### config.mk
export PLATFORM = sky130hd
export DESIGN_NAME = pipe_step_ctrl
export DESIGN_NICKNAME = d
export VERILOG_FILES = /design/src/rtl/pipe_step_ctrl.sv
export SDC_FILE = /design/constraint.sdc
export NUM_CORES = 1
export LEC_CHECK = 0
export CAP_MARGIN = 20
export CORE_MARGIN = 2
export CORE_UTILIZATION = 33
export DETAILED_ROUTE_END_ITERATION = 16
export GPL_ROUTABILITY_DRIVEN = 0
export GPL_TIMING_DRIVEN = 1
export HOLD_SLACK_MARGIN = 0.12
export PLACE_DENSITY_LB_ADDON = 0.1
export SETUP_SLACK_MARGIN = 0.4
export SYNTH_ARGS = -nofsm -noshare
export SYNTH_HDL_FRONTEND = slang
export SYNTH_SLANG_ARGS = --single-unit
### constraint.sdc
create_clock -name CCLK -period 1.5 [get_ports CCLK]
set_clock_uncertainty 0.1 [all_clocks]
set_input_delay 0.15 -clock CCLK [delete_from_list [all_inputs] [get_ports CCLK]]
set_output_delay 0.15 -clock CCLK [all_outputs]
set_load 0.1 [all_outputs]
### src/rtl/pipe_step_ctrl.sv
`default_nettype none
// ============================================================================
// Module   : pipe_step_ctrl
// Purpose  : Step/run sequencer for the five-stage pipeline with LCD refresh
//            handshake; define PIPE_STEP_BP_EN to build breakpoint + HALT.
// Revision : 1.0 - initial release
// ============================================================================
module pipe_step_ctrl #(
  parameter int DB_CYCLES = 16,
  parameter int RUN_DIV   = 4
) (
  input  logic        CCLK,
  input  logic        RSTN,
  input  logic        step_btn,
  input  logic        clr_btn,
  input  logic        run_sw,
  input  logic [31:0] if_pc,
  input  logic [31:0] bp_pc,
  input  logic        lcd_ack,
  output logic        pipe_ce,
  output logic        pipe_clr,
  output logic        lcd_req,
  output logic [7:0]  clk_cnt,
  output logic        halted
);

  localparam int DBW = (DB_CYCLES > 1) ? $clog2(DB_CYCLES) : 1;
  localparam int DVW = (RUN_DIV > 1) ? $clog2(RUN_DIV) : 1;

  localparam logic [2:0] c_ST_IDLE = 3'd0;
  localparam logic [2:0] c_ST_ADV  = 3'd1;
  localparam logic [2:0] c_ST_SYNC = 3'd2;
  localparam logic [2:0] c_ST_RUN  = 3'd3;
  localparam logic [2:0] c_ST_HALT = 3'd4;

  logic [1:0]     w_btn_raw;
  logic [1:0]     w_btn_ev;
  logic           w_step_ev;
  logic           w_clr_ev;
  logic           run_s1_q;
  logic           run_s2_q;
  logic [2:0]     state_q, state_d;
  logic [7:0]     clk_cnt_q, clk_cnt_d;
  logic [DVW-1:0] div_q, div_d;
  logic           w_bp_match;
  logic           w_bp_hit;

  assign w_btn_raw = {clr_btn, step_btn};
  assign w_step_ev = w_btn_ev[0];
  assign w_clr_ev  = w_btn_ev[1];

  // Index 0 = step, index 1 = clear; each yields a one-cycle rising-edge event.
  for (genvar gi = 0; gi < 2; gi++) begin : g_db
    logic           sync1_q;
    logic           sync2_q;
    logic           level_q;
    logic           level_dly_q;
    logic           ev_q;
    logic [DBW-1:0] cnt_q;

    always_ff @(posedge CCLK or negedge RSTN) begin
      if (!RSTN) begin
        sync1_q     <= 1'b0;
        sync2_q     <= 1'b0;
        level_q     <= 1'b0;
        level_dly_q <= 1'b0;
        ev_q        <= 1'b0;
        cnt_q       <= '0;
      end else begin
        sync1_q     <= w_btn_raw[gi];
        sync2_q     <= sync1_q;
        level_dly_q <= level_q;
        ev_q        <= level_q & ~level_dly_q;
        if (sync2_q != level_q) begin
          if (cnt_q == DBW'(DB_CYCLES - 1)) begin
            level_q <= sync2_q;
            cnt_q   <= '0;
          end else begin
            cnt_q <= cnt_q + 1'b1;
          end
        end else begin
          cnt_q <= '0;
        end
      end
    end

    assign w_btn_ev[gi] = ev_q;
  end

  always_ff @(posedge CCLK or negedge RSTN) begin
    if (!RSTN) begin
      run_s1_q <= 1'b0;
      run_s2_q <= 1'b0;
    end else begin
      run_s1_q <= run_sw;
      run_s2_q <= run_s1_q;
    end
  end

`ifdef PIPE_STEP_BP_EN
  logic bp_hit_q, bp_hit_d;

  // The PC is checked in the cycle after each run-mode advance.
  assign w_bp_match = (state_q == c_ST_RUN) && (div_q == DVW'(1)) && (if_pc == bp_pc);
  assign w_bp_hit   = bp_hit_q;

  always_comb begin
    bp_hit_d = bp_hit_q;
    if (w_clr_ev) begin
      bp_hit_d = 1'b0;
    end else if (w_bp_match) begin
      bp_hit_d = 1'b1;
    end else if ((state_q == c_ST_SYNC) && lcd_ack) begin
      bp_hit_d = 1'b0;
    end
  end

  always_ff @(posedge CCLK or negedge RSTN) begin
    if (!RSTN) begin
      bp_hit_q <= 1'b0;
    end else begin
      bp_hit_q <= bp_hit_d;
    end
  end
`else
  logic w_unused_pc;
  assign w_unused_pc = ^{if_pc, bp_pc};
  assign w_bp_match  = 1'b0;
  assign w_bp_hit    = 1'b0;
`endif

  always_ff @(posedge CCLK or negedge RSTN) begin
    if (!RSTN) begin
      state_q <= c_ST_IDLE;
    end else begin
      state_q <= state_d;
    end
  end

  always_comb begin
    state_d = state_q;
    if (w_clr_ev) begin
      state_d = c_ST_IDLE;
    end else begin
      case (state_q)
        c_ST_IDLE: begin
          if (w_step_ev) begin
            state_d = c_ST_ADV;
          end else if (run_s2_q) begin
            state_d = c_ST_RUN;
          end
        end
        c_ST_ADV:  state_d = c_ST_SYNC;
        c_ST_SYNC: begin
          if (lcd_ack) begin
            if (w_bp_hit) begin
              state_d = c_ST_HALT;
            end else if (run_s2_q) begin
              state_d = c_ST_RUN;
            end else begin
              state_d = c_ST_IDLE;
            end
          end
        end
        c_ST_RUN: begin
          if (w_bp_match || !run_s2_q) begin
            state_d = c_ST_SYNC;
          end
        end
        c_ST_HALT: begin
          if (w_step_ev) begin
            state_d = c_ST_ADV;
          end
        end
        default:   state_d = c_ST_IDLE;
      endcase
    end
  end

  // A clear event masks advance and refresh so pipe_ce never meets pipe_clr.
  always_comb begin
    pipe_ce  = 1'b0;
    lcd_req  = 1'b0;
    pipe_clr = w_clr_ev;
    halted   = (state_q == c_ST_HALT);
    if (!w_clr_ev) begin
      case (state_q)
        c_ST_ADV:  pipe_ce = 1'b1;
        c_ST_RUN:  pipe_ce = (div_q == '0);
        c_ST_SYNC: lcd_req = 1'b1;
        default:   pipe_ce = 1'b0;
      endcase
    end
  end

  always_comb begin
    clk_cnt_d = clk_cnt_q;
    div_d     = '0;
    if (w_clr_ev) begin
      clk_cnt_d = 8'd0;
    end else begin
      if (pipe_ce) begin
        clk_cnt_d = clk_cnt_q + 8'd1;
      end
      if ((state_q == c_ST_RUN) && (div_q != DVW'(RUN_DIV - 1))) begin
        div_d = div_q + 1'b1;
      end
    end
  end

  always_ff @(posedge CCLK or negedge RSTN) begin
    if (!RSTN) begin
      clk_cnt_q <= 8'd0;
      div_q     <= '0;
    end else begin
      clk_cnt_q <= clk_cnt_d;
      div_q     <= div_d;
    end
  end

  assign clk_cnt = clk_cnt_q;

endmodule
`default_nettype wire

* Yosys cells after proc, flatten, opt, wreduce, memory -nomap -nowiden
Cells that the tools add are included.
** Storage, ports and cells
- Word-level logic and storage cells :: 65
- Memory bits (writable) :: 0
- Memories :: 0
- Bits in read-only memories :: 0
- Input port bits :: 70
- Bits in latches :: 0
- Register bits after elaboration :: 33
- Output and inout port bits :: 12
** Cells by class
- Reduce and logical (&&, ||, !) cells :: 7
- $mul :: 0
- Order comparisons :: 0
- $add $sub $neg :: 4
- Eq/ne operators :: 13
- Shifts and indexed selects :: 0
- Multiplexer cells :: 20
- Bitwise logic cells :: 4
- Div/mod/pow operators :: 0
** Operators by type and width (number)
- 3-bit 2-to-1 mux :: 6
- 4-bit 2-to-1 mux :: 4
- 8-bit 2-to-1 mux :: 2
- 3-bit case mux with 5 select lines :: 1
- 4-bit by 1-bit adder with 4-bit output, second input constant :: 2
- 8-bit by 1-bit adder with 8-bit output, second input constant :: 1
- 4-bit equality test, second input constant :: 2
- 3-bit by 2-bit equality test with 1-bit output, second input constant :: 2
- 2-bit 2-to-1 mux :: 3
- 3-bit != test, second input constant :: 2
- 4-bit != test, second input constant :: 1
- 2-bit AND reduction :: 2
- 4-bit AND reduction :: 1
- 3-bit by 1-bit equality test with 1-bit output, second input constant :: 1
- 3-bit equality test, second input constant :: 1
- 3-bit logical NOT :: 1
- 1-bit 2-to-1 mux :: 3
- 3-bit by 1-bit != test with 1-bit output, second input constant :: 1
- 2-bit by 1-bit adder with 2-bit output, second input constant :: 1
- 1-bit bitwise AND :: 2
- 2-bit logical NOT :: 1
- 1-bit != test :: 2
- 2-bit != test, second input constant :: 1
- 1-bit NOT :: 2
- other kinds (3) :: 3

* Logic depth before layout (Yosys ltp)
Gate-level depths: netlist of run 1.
- Depth after elaboration :: 5
- Depth in mapped cells :: 6
- Gate-level depth less buffers :: 5

* Worst setup path after synthesis of run 1
No wires, ideal clock.
- Path kind :: reg2out
- Start :: register g_db[1].ev_q (netlist: pipe_clr)
- End :: output lcd_req
- Data required time :: 1.250 ns
- Stages on the path, launching flop included :: 3
- Path buffers :: 1
- Slack :: -2.102 ns
- Arrival :: 3.352 ns
- Path through :: dfrtp_1 > clkbuf_1 > nor3b_1
** On the way
- Cells in the longest elaborated chain, start to end :: 1
** Ends and longest elaborated chain
- start: declaration :: line 58 : logic ev_q;
- start signal: assignment :: line 73 : ev_q <= level_q & ~level_dly_q;
- 1-bit 2-to-1 mux :: line 186 : if (!w_clr_ev) begin
- end: declaration :: line 22 : output logic lcd_req,
No other way between the ends.

* Worst setup path after layout of run 1
- Start :: register div_q[0]
- End :: output pipe_ce
** On the way
- Cells in the longest elaborated chain, start to end :: 3
** Ends and longest elaborated chain
- start: declaration :: line 44 : logic [DVW-1:0] div_q, div_d;
- start signal: assignment :: line 217 : div_q <= div_d;
- 2-bit logical NOT :: line 189 : c_ST_RUN: pipe_ce = (div_q == '0);
- 1-bit case mux with 2 select lines :: line 187 : case (state_q)
- 1-bit 2-to-1 mux :: line 186
- end: declaration :: line 20 : output logic pipe_ce,
No other way between the ends.

==> metrics.txt, run 1 <==
RSZ-0062 raised after global routing true; DIE HEIGHT 68.7 um; DRC viols 0; fill count approximately 330; final worst slack -0.205 ns; pre-CTS setup slack -0.0480 ns; Worst setup SP type flop; Hold Violations, Final 0; pins over their slew limit 0; Ys Warns 0; gr usage total about 15%; H-tree Lvls 2; DP Area 1870 sq um; status finished, violations left; final cycle utilization of the critical path 114%; WS Path Type flop to primary output; LEAKAGE 0.000945 uW; CP arrival around 1.5 ns; Routed wire per std cell 14.8 um; HPWL after DPL roughly 1700 um; Top Layer Used met4; #FFs+latches synth 32; vias in the first global route roughly 1000; Worst Path Buf+Inv 3; top post-synthesis cells by area dfrtp_1 (58%), ha_1 (4.5%), nor2b_1 (4.1%), a21oi_1 (3.3%), mux2_2 (3.3%); cell with the most instances after synthesis dfrtp_1; CP Max Fanout 2; IO buf count 16; Worst-Skew Late Latency 0.28 ns; synth unique cells 29; layout cells sized above 1 56.2%; Detailed Routing Iterations Pass 1 4; Synth top area share 58.0%; final wirelength 3130 um; hold-fix buffers at CTS 0; TritonCTS Sinks 32; first-pass GRT wire length 4890 um; shortest period the worst path allows 1.71 ns; max-cap check violation count 0; initial antenna violation count 0; P&R area growth vs syn 67.6%; CTS tree built; multi-input logic area 787 sq um; dpl cells 186; Post-Synthesis Net Count 193; Worst VDD drop roughly 0.00065 V; Met3 Wirelength 114 um; critical path's largest stage delay 0.39 ns; Finished Cell Area between 2000 and 2500 sq um; Setup violations, final 9; CTS Buffer Depth 2; CTS root buffer clkbuf_8; row cnt 23; antenna viol nets, final 0; I/O Pins 82; Critical-path top delay cell dfrtp_1; Register Area 832 sq um; DR WL met2 1750 um; ANT cells 0; Hold Path Class input pin to asynchronous set/reset pin; core area roughly 4000 sq um; WL met1 about 1300 um; achievable frequency 586 MHz; pwr dens 1400 nW/um^2; non-filler cells, final around 210; sequential share of the synthesized area 58.0%; Vias 1054; TritonCTS Buffers 5; die area 4720 sq um; area leader, netlist dfrtp_1; nets@finish 236; Critical Path RT 1.25 ns; final core occ 57.5%; Initial Utilization approximately 34%; register clock-pin slew on the reported worst setup and hold paths 0.07 ns; initial drt markers 34; failing checks negative setup slack; EDFF count, synth 0; worst path cell trace inv_2, ha_4, nor2b_4, buf_6, nor3_4, buf_12; Die Width around 69 um; syn_area_per_cell 11.7 sq um; Post-Synthesis Cells ~120; vias per cell 4.97; Main synth FF type dfrtp_1; Commonest cells post-synth dfrtp_1 (32), a21oi_1 (9), nor2b_1 (9), inv_1 (6), nor2_1 (6); CP endpoint kind primary output; global route overflow 0; CP top delay family flip-flops; largest net degree at the start of global routing 33; Synth async-reset ratio 100%; Synth Cell Area 1380 sq um
[cell families after synthesis]
kind of cell    after synthesis  synth area share, %
compound gates               19                 7.61
xor+xnor                      4                 2.54
fa+ha+maj                     5                 4.53
buf+inv                      11                 4.35
flops                        32                 58.0
mux                           6                 4.89
other cells                   1                0.271
simple gates                 40                 17.8
[sequential cells by signal, indices dropped and copies added (netlist names)]
register / cells
clk_cnt: 8
g_db.level_q: 2
g_db.sync2_q: 2
g_db.cnt_q: 8
pipe_clr: 1
g_db.sync1_q: 2
run_s1_q: 1
g_db.ev_q: 1
run_s2_q: 1
g_db.level_dly_q: 2
div_q: 2
state_q: 2
[through the flow]
step                      hold WS (ns)  total power [uW]  setup TNS (ns)
final                            0.123              3240          -0.748
after global routing             0.130              3390           -1.16
after CTS                        0.131              3180           -1.15
after detailed placement         0.235              2290         -0.0940
after global placement           0.235              2270         -0.0743
after floorplan                 -0.246              1870           -1.05
[timing repair]
| action | 4_1_cts | 5_1_grt |
|---|---|---|
| pin swaps | 12 | 11 |
| gates resized for setup | 18 | 24 |
| cloned | 0 | 0 |
| endpoints found under the setup margin | 26 | 30 |
| buffers inserted | 14 | 4 |
[metal layers]
layer | vias to the layer above | GRT usage (%)
li1 | 496 | -
met4 | 0 | 7.35
met5 | - | 0
met2 | 19 | 25.0
met3 | 4 | 4.87
met1 | 535 | 16.0
[final timing paths]
| check | startpoint | to | slack [ns] | cells past startpoint |
|---|---|---|---|---|
| worst max-delay path | div_q[0] | pipe_ce | -0.21 | 6 |
| worst min-delay path | RSTN | clk_cnt[4] | 0.12 | 2 |
| worst max register to register | div_q[0] | clk_cnt[2] | -0.13 | 6 |
| worst min register to register | run_s1_q | run_s2_q | 0.25 | 0 |
| max in group asynchronous | RSTN | clk_cnt[1] | 0.98 | 2 |
| min in group CCLK | step_btn | g_db[0].sync1_q | 0.20 | 1 |
[worst reg2reg max path, stage by stage, from the launching register on]
cell     delay (ns)
dfrtp_1        0.39
inv_2          0.08
ha_4           0.14
nor2b_4        0.04
buf_4          0.18
or4_4          0.52
a21oi_2        0.12
[power breakdown]
| part | total [uW] | internal (uW) | switching [uW] |
|---|---|---|---|
| Combinational | 1240 | 490 | 750 |
| Clock | 815 | 492 | 322 |
| Sequential | 1180 | 994 | 191 |
[cell usage in the layout (no fill, tap or decap), types with 2 or more instances in the layout]
master	count
dfrtp_1	23
buf_4	15
buf_12	12
nor2b_1	9
dfrtp_4	8
buf_6	7
nor2_1	6
mux2_4	6
a21oi_2	5
clkbuf_8	5
clkdlybuf4s50_1	5
a21oi_1	4
nor4_4	4
ha_4	4
inv_2	3
xnor2_2	3
nand3_4	3
inv_1	3
o21ai_1	3
nand3b_1	2
nor3b_2	2
nand4b_1	2
o31ai_1	2
or4_4	2
o21ai_0	2
o22ai_1	2
nand4_1	2
nand2_2	2
[layout make-up]
type | count | area share, %
clock buffer | 6 | 3.14
timing repair buffer | 40 | 21.5
tap | 50 | 2.70
sequential | 32 | 35.9
clock inverter | 2 | 1.51
multi-input combinational | 75 | 34.0
inverter | 7 | 1.24
(Power assumes the default switching activity.)
==> run 2, diff against run 1 <==
--- a/config.mk
+++ b/config.mk
@@ -12,7 +12,7 @@
 export GPL_ROUTABILITY_DRIVEN = 0
 export GPL_TIMING_DRIVEN = 1
 export HOLD_SLACK_MARGIN = 0.12
-export PLACE_DENSITY_LB_ADDON = 0.1
+export PLACE_DENSITY_LB_ADDON = 0.05
 export SETUP_SLACK_MARGIN = 0.4
 export SYNTH_ARGS = -nofsm -noshare
 export SYNTH_HDL_FRONTEND = slang
==> run 2 against run 1 <==
The flow still finishes with violations (negative setup slack); total power shrank 4.5%; non-clock buffer count shrank 1; combinational power is essentially flat; wire length shrank 7.5%; clock-buffer cell count grew 1; sequential power is essentially flat; core utilization shrank 1.2 points; clock power shrank 15%; die area is the same.
==> metrics.txt, run 2 (same netlist as run 1, synthesis figures left out) <==
I/O Pins 82 (unchanged); final worst slack -0.208 ns (was -0.205 ns); Worst setup SP type flop (unchanged); Worst VDD drop 0.000622 V (was 0.000650 V); layout cells sized above 1 54.0% (was 56.2%); CP endpoint kind primary output (unchanged); final wirelength 2900 um (was 3130 um); LEAKAGE 0.000924 uW (was 0.000945 uW); Initial Utilization 34.3% (unchanged); Die Width 68.7 um (unchanged); max-cap check violation count 0 (unchanged); TritonCTS Buffers 5 (unchanged); CTS root buffer clkbuf_8 (unchanged); antenna viol nets, final 0 (unchanged); clock share of power 22.4% (was 25.2%); global route overflow 0 (unchanged); largest net degree at the start of global routing 33 (unchanged); pins over their slew limit 0 (unchanged); P&R area growth vs syn 64.1% (was 67.6%); fill count 347 (was 331); sequential share of power 38.1% (was 36.6%); IO buf count 16 (unchanged); initial drt markers 30 (was 34); Setup violations, final 9 (unchanged); Detailed Routing Iterations Pass 1 2 (was 4); Critical Path RT 1.25 ns (about the same); ANT cells 0 (unchanged); achievable frequency 585 MHz (was 586 MHz); final setup TNS -0.706 ns (was -0.748 ns); die area 4720 sq um (unchanged); multi-input logic area 761 sq um (was 787 sq um); commonest non-fill, non-tap cells in the layout dfrtp_1 (23), buf_4 (13), buf_12 (12) (was dfrtp_1 (23), buf_4 (15), buf_12 (12)); vias in the first global route 1046 (was 1047); Worst-Skew Late Latency 0.29 ns (was 0.28 ns); gr usage total 14.2% (was 14.6%); Switch Pwr 1240 uW (was 1260 uW); most common cell after layout, fill and taps aside dfrtp_1 (unchanged); WHS 0.126 ns (was 0.123 ns); final cycle utilization of the critical path 114% (about the same); pwr dens 1360 nW/um^2 (was 1400 nW/um^2); Switching Share 40.2% (was 39.0%); Register Area 832 sq um (unchanged); CP arrival 1.46 ns (about the same); DRC viols 0 (unchanged); Hold Path Class input pin to asynchronous set/reset pin (unchanged); nets@finish 235 (was 236); RSZ-0062 raised after global routing true (unchanged); HPWL after DPL 1710 um (about the same); core area 4030 sq um (unchanged); row cnt 23 (unchanged); vias per cell 4.87 (was 4.97); H-tree Lvls 2 (unchanged); Int Pwr 1850 uW (was 1980 uW); failing checks negative setup slack (unchanged); Vias 1028 (was 1054); initial antenna violation count 0 (unchanged); final core occ 56.3% (was 57.5%); CP Max Fanout 2 (unchanged); Hold Violations, Final 0 (unchanged); DIE HEIGHT 68.7 um (unchanged); first-pass GRT wire length 4700 um (was 4890 um); Routed wire per std cell 13.7 um (was 14.8 um); TritonCTS Sinks 32 (unchanged); WS Path Type flop to primary output (unchanged); CTS tree built (unchanged); register clock-pin slew on the reported worst setup and hold paths 0.07 ns (about the same); status finished, violations left (unchanged); CTS Buffer Depth 2 (unchanged); Comb power frac 39.5% (was 38.3%); shortest period the worst path allows 1.71 ns (about the same)
==> run 2: final timing paths <==
check                                      from         endpoint  slack [ns]  depth (start not counted)
worst max-delay path                   div_q[1]          pipe_ce       -0.21                          6
worst min-delay path                       RSTN       clk_cnt[1]        0.13                          2
worst max register to register         div_q[1]       clk_cnt[2]       -0.12                          6
worst min register to register  g_db[0].sync1_q  g_db[0].sync2_q        0.26                          0
max in group asynchronous                  RSTN       clk_cnt[5]        0.97                          2
min in group CCLK                       clr_btn  g_db[1].sync1_q        0.20                          1
==> run 2: timing repair <==
action	in CTS	in global routing
hold buffers	0	0
resized for setup	25	12
setup buffers	14	2
pin swaps	13	9
setup endpoints to repair	27	31
==> run 2: final cells by class <==
class | count | area share (%)
clock buffer | 7 | 3.81
clock inverter | 1 | 0.331
inverter | 7 | 1.27
multi-input combinational | 75 | 33.6
sequential | 32 | 36.7
tap | 50 | 2.76
timing repair buffer | 39 | 21.6
==> run 2: power by group through the flow <==
stage          Clock [uW]  Combinational [uW]  Sequential [uW]
4_1_cts               720                1190             1180
5_1_grt               752                1280             1200
2_1_floorplan           0                 291             1580
3_5_place_dp            0                1110             1190
6_report              694                1220             1180
3_3_place_gp            0                1090             1190
==> run 2: critical path, stage by stage (launching register included) <==
cell and delay [ns]:
dfrtp_1 0.39, inv_2 0.07, ha_4 0.14, nor2b_4 0.04, buf_6 0.11, nor3_4 0.22
buf_12 0.20
==> run 2: metrics by stage <==
step           power, uW  setup WS, ns  cells  area [sq um]
6_report            3090        -0.208    211          2270
5_1_grt             3240        -0.292    211          2270
4_1_cts             3090        -0.238    209          2210
3_5_place_dp        2300       -0.0841    187          1880
3_3_place_gp        2280       -0.0683    187          1880
2_1_floorplan       1870        -0.430    118          1530
==> run 2: metal layers <==
layer	global-route usage [%]	up-vias	part of all wire [%]
li1	-	496	-
met1	17.1	510	42
met2	22.6	17	53
met3	3.90	5	3.4
met4	8.82	0	1.8
met5	0	-	0
==> run 3, diff against run 2 <==
--- a/config.mk
+++ b/config.mk
@@ -13,6 +13,7 @@
 export GPL_TIMING_DRIVEN = 1
 export HOLD_SLACK_MARGIN = 0.12
 export PLACE_DENSITY_LB_ADDON = 0.05
+export RECOVER_POWER = 100
 export SETUP_SLACK_MARGIN = 0.4
 export SYNTH_ARGS = -nofsm -noshare
 export SYNTH_HDL_FRONTEND = slang
==> run 3 against run 2 <==
The flow still finishes with violations (negative setup slack); critical path depth did not move; setup slack got worse by 0.0012 ns; register-to-register slack got worse by 0.03 ns; via count barely moved; core utilization fell by 3.3 points; wire length rose by 0.24%; final cell count did not move; first-iteration DRC count fell by 37%; sequential power barely moved; flip-flop and latch count did not move; highest routed layer unchanged.
==> metrics.txt, run 3 (same netlist as run 1, synthesis figures left out) <==
status finished, violations left (unchanged); failing checks negative setup slack (unchanged); Worst VDD drop 0.000620 V (was 0.000622 V); P&R area growth vs syn 54.4% (was 64.1%); RSZ-0062 raised after global routing true (unchanged); initial antenna violation count 0 (unchanged); CTS Buffer Depth 2 (unchanged); sequential share of power 38.0% (was 38.1%); DRC viols 0 (unchanged); most common cell after layout, fill and taps aside dfrtp_1 (unchanged); final worst slack -0.210 ns (was -0.208 ns); Hold Violations, Final 0 (unchanged); largest net degree at the start of global routing 33 (unchanged); I/O Pins 82 (unchanged); WHS 0.256 ns (was 0.126 ns); CTS tree built (unchanged); Worst setup SP type flop (unchanged); CP endpoint kind primary output (unchanged); TritonCTS Sinks 32 (unchanged); CP Max Fanout 2 (unchanged); CP arrival 1.46 ns (about the same); Int Pwr 1790 uW (was 1850 uW); Switch Pwr 1230 uW (was 1240 uW); nets@finish 235 (unchanged); final cycle utilization of the critical path 114% (about the same); achievable frequency 585 MHz (about the same); clock share of power 23.0% (was 22.4%); Comb power frac 39.0% (was 39.5%); DIE HEIGHT 68.7 um (unchanged); WS Path Type flop to primary output (unchanged); slew of the pin with the lowest slew margin 0.795 ns; Critical Path RT 1.25 ns (about the same); gr usage total 14.2% (unchanged); ANT cells 0 (unchanged); CTS root buffer clkbuf_8 (unchanged); register clock-pin slew on the reported worst setup and hold paths 0.07 ns (about the same); slew margin rel. between 40% and 50%; hold-fix buffers at CTS 0 (unchanged); pwr dens 1420 nW/um^2 (was 1360 nW/um^2); Vias 1029 (was 1028); Detailed Routing Iterations Pass 1 2 (unchanged); Hold Path Class flop to flop (was input pin to asynchronous set/reset pin); vias in the first global route 1046 (unchanged); Finished Cell Area 2130 sq um (was 2270 sq um); LEAKAGE 0.000891 uW (was 0.000924 uW); Switching Share 40.8% (was 40.2%); commonest non-fill, non-tap cells in the layout dfrtp_1 (25), buf_4 (12), nor2b_1 (9), buf_6 (9), buf_12 (7) (was dfrtp_1 (23), buf_4 (13), buf_12 (12)); Setup violations, final 9 (unchanged); Initial Utilization 34.3% (unchanged); pins over their slew limit 0 (unchanged); initial drt markers 19 (was 30); core area 4030 sq um (unchanged); antenna viol nets, final 0 (unchanged); IO buf count 16 (unchanged); worst reg2reg path depth 3 (was 6); final wirelength 2910 um (was 2900 um); row cnt 23 (unchanged); final setup TNS -0.827 ns (was -0.706 ns); Routed wire per std cell 13.8 um (was 13.7 um); max-cap check violation count 0 (unchanged); shortest period the worst path allows 1.71 ns (about the same); TritonCTS Buffers 5 (unchanged); DP Area 1880 sq um (unchanged); Hold Path Cell Cnt 0; die area 4720 sq um (unchanged); HPWL after DPL 1710 um (unchanged); global route overflow 0 (unchanged); Worst-Skew Late Latency 0.29 ns (about the same); H-tree Lvls 2 (unchanged); layout cells sized above 1 46.0% (was 54.0%); vias per cell 4.88 (was 4.87); first-pass GRT wire length 4700 um (unchanged); Die Width 68.7 um (unchanged)
[run 3: final timing paths]
path	slack (ns)	start	endpoint
setup / recovery	-0.21	div_q[1]	pipe_ce
hold / removal	0.26	g_db[0].sync1_q	g_db[0].sync2_q
setup reg to reg	-0.15	clk_cnt[2]	clk_cnt[6]
hold reg to reg	0.26	g_db[0].sync1_q	g_db[0].sync2_q
max in group asynchronous	0.32	RSTN	pipe_clr
min in group asynchronous	0.38	RSTN	clk_cnt[1]
[run 3: worst max-delay path, stage by stage (launching register included)]
cell and delay, ns:
dfrtp_1 0.39, inv_2 0.07, ha_4 0.14, nor2b_4 0.04, buf_6 0.11, nor3_4 0.22
buf_12 0.20
[run 3: metrics by stage]
step / cells / utilization (%) / worst slack, ns / power (uW)
CTS: 209 / 54.9 / -0.238 / 3090
detailed placement: 187 / 46.6 / -0.0841 / 2300
global placement: 187 / 46.6 / -0.0683 / 2280
finish: 211 / 53.0 / -0.210 / 3030
floorplan: 118 / - / -0.430 / 1870
global route: 211 / 53.0 / -0.292 / 3170
[run 3: layout make-up]
cell class	count	area (sq um)
Clock buffer	7	86.3
Clock inverter	1	7.51
Fill cell	369	1900
Inverter	7	28.8
Multi-Input combinational cell	75	703
Sequential cell	32	825
Tap cell	50	62.6
Timing Repair Buffer	39	420
[run 3: power groups by stage]
stage	sequential, uW	clock [uW]	combinational (uW)
6_report	1150	697	1180
5_1_grt	1180	752	1240
4_1_cts	1180	720	1190
3_5_place_dp	1190	0	1110
3_3_place_gp	1190	0	1090
2_1_floorplan	1580	0	291
[run 3: metal layers]
layer	GRT usage, %	part of all wire [%]	wire length (um)	vias to the layer above
met5	0	0	0	-
met3	3.90	3.4	99	5
li1	-	-	-	496
met2	22.6	53	1550	17
met1	17.1	41	1200	511
met4	8.82	1.8	53	0
[run 3: timing repair]
| item | CTS | global route |
|---|---|---|
| setup endpoints to repair | 27 | 31 |
| buffers inserted | 14 | 2 |
| gates resized for setup | 25 | 12 |
| pin swaps | 13 | 9 |
| hold endpoints to repair | 0 | 0 |
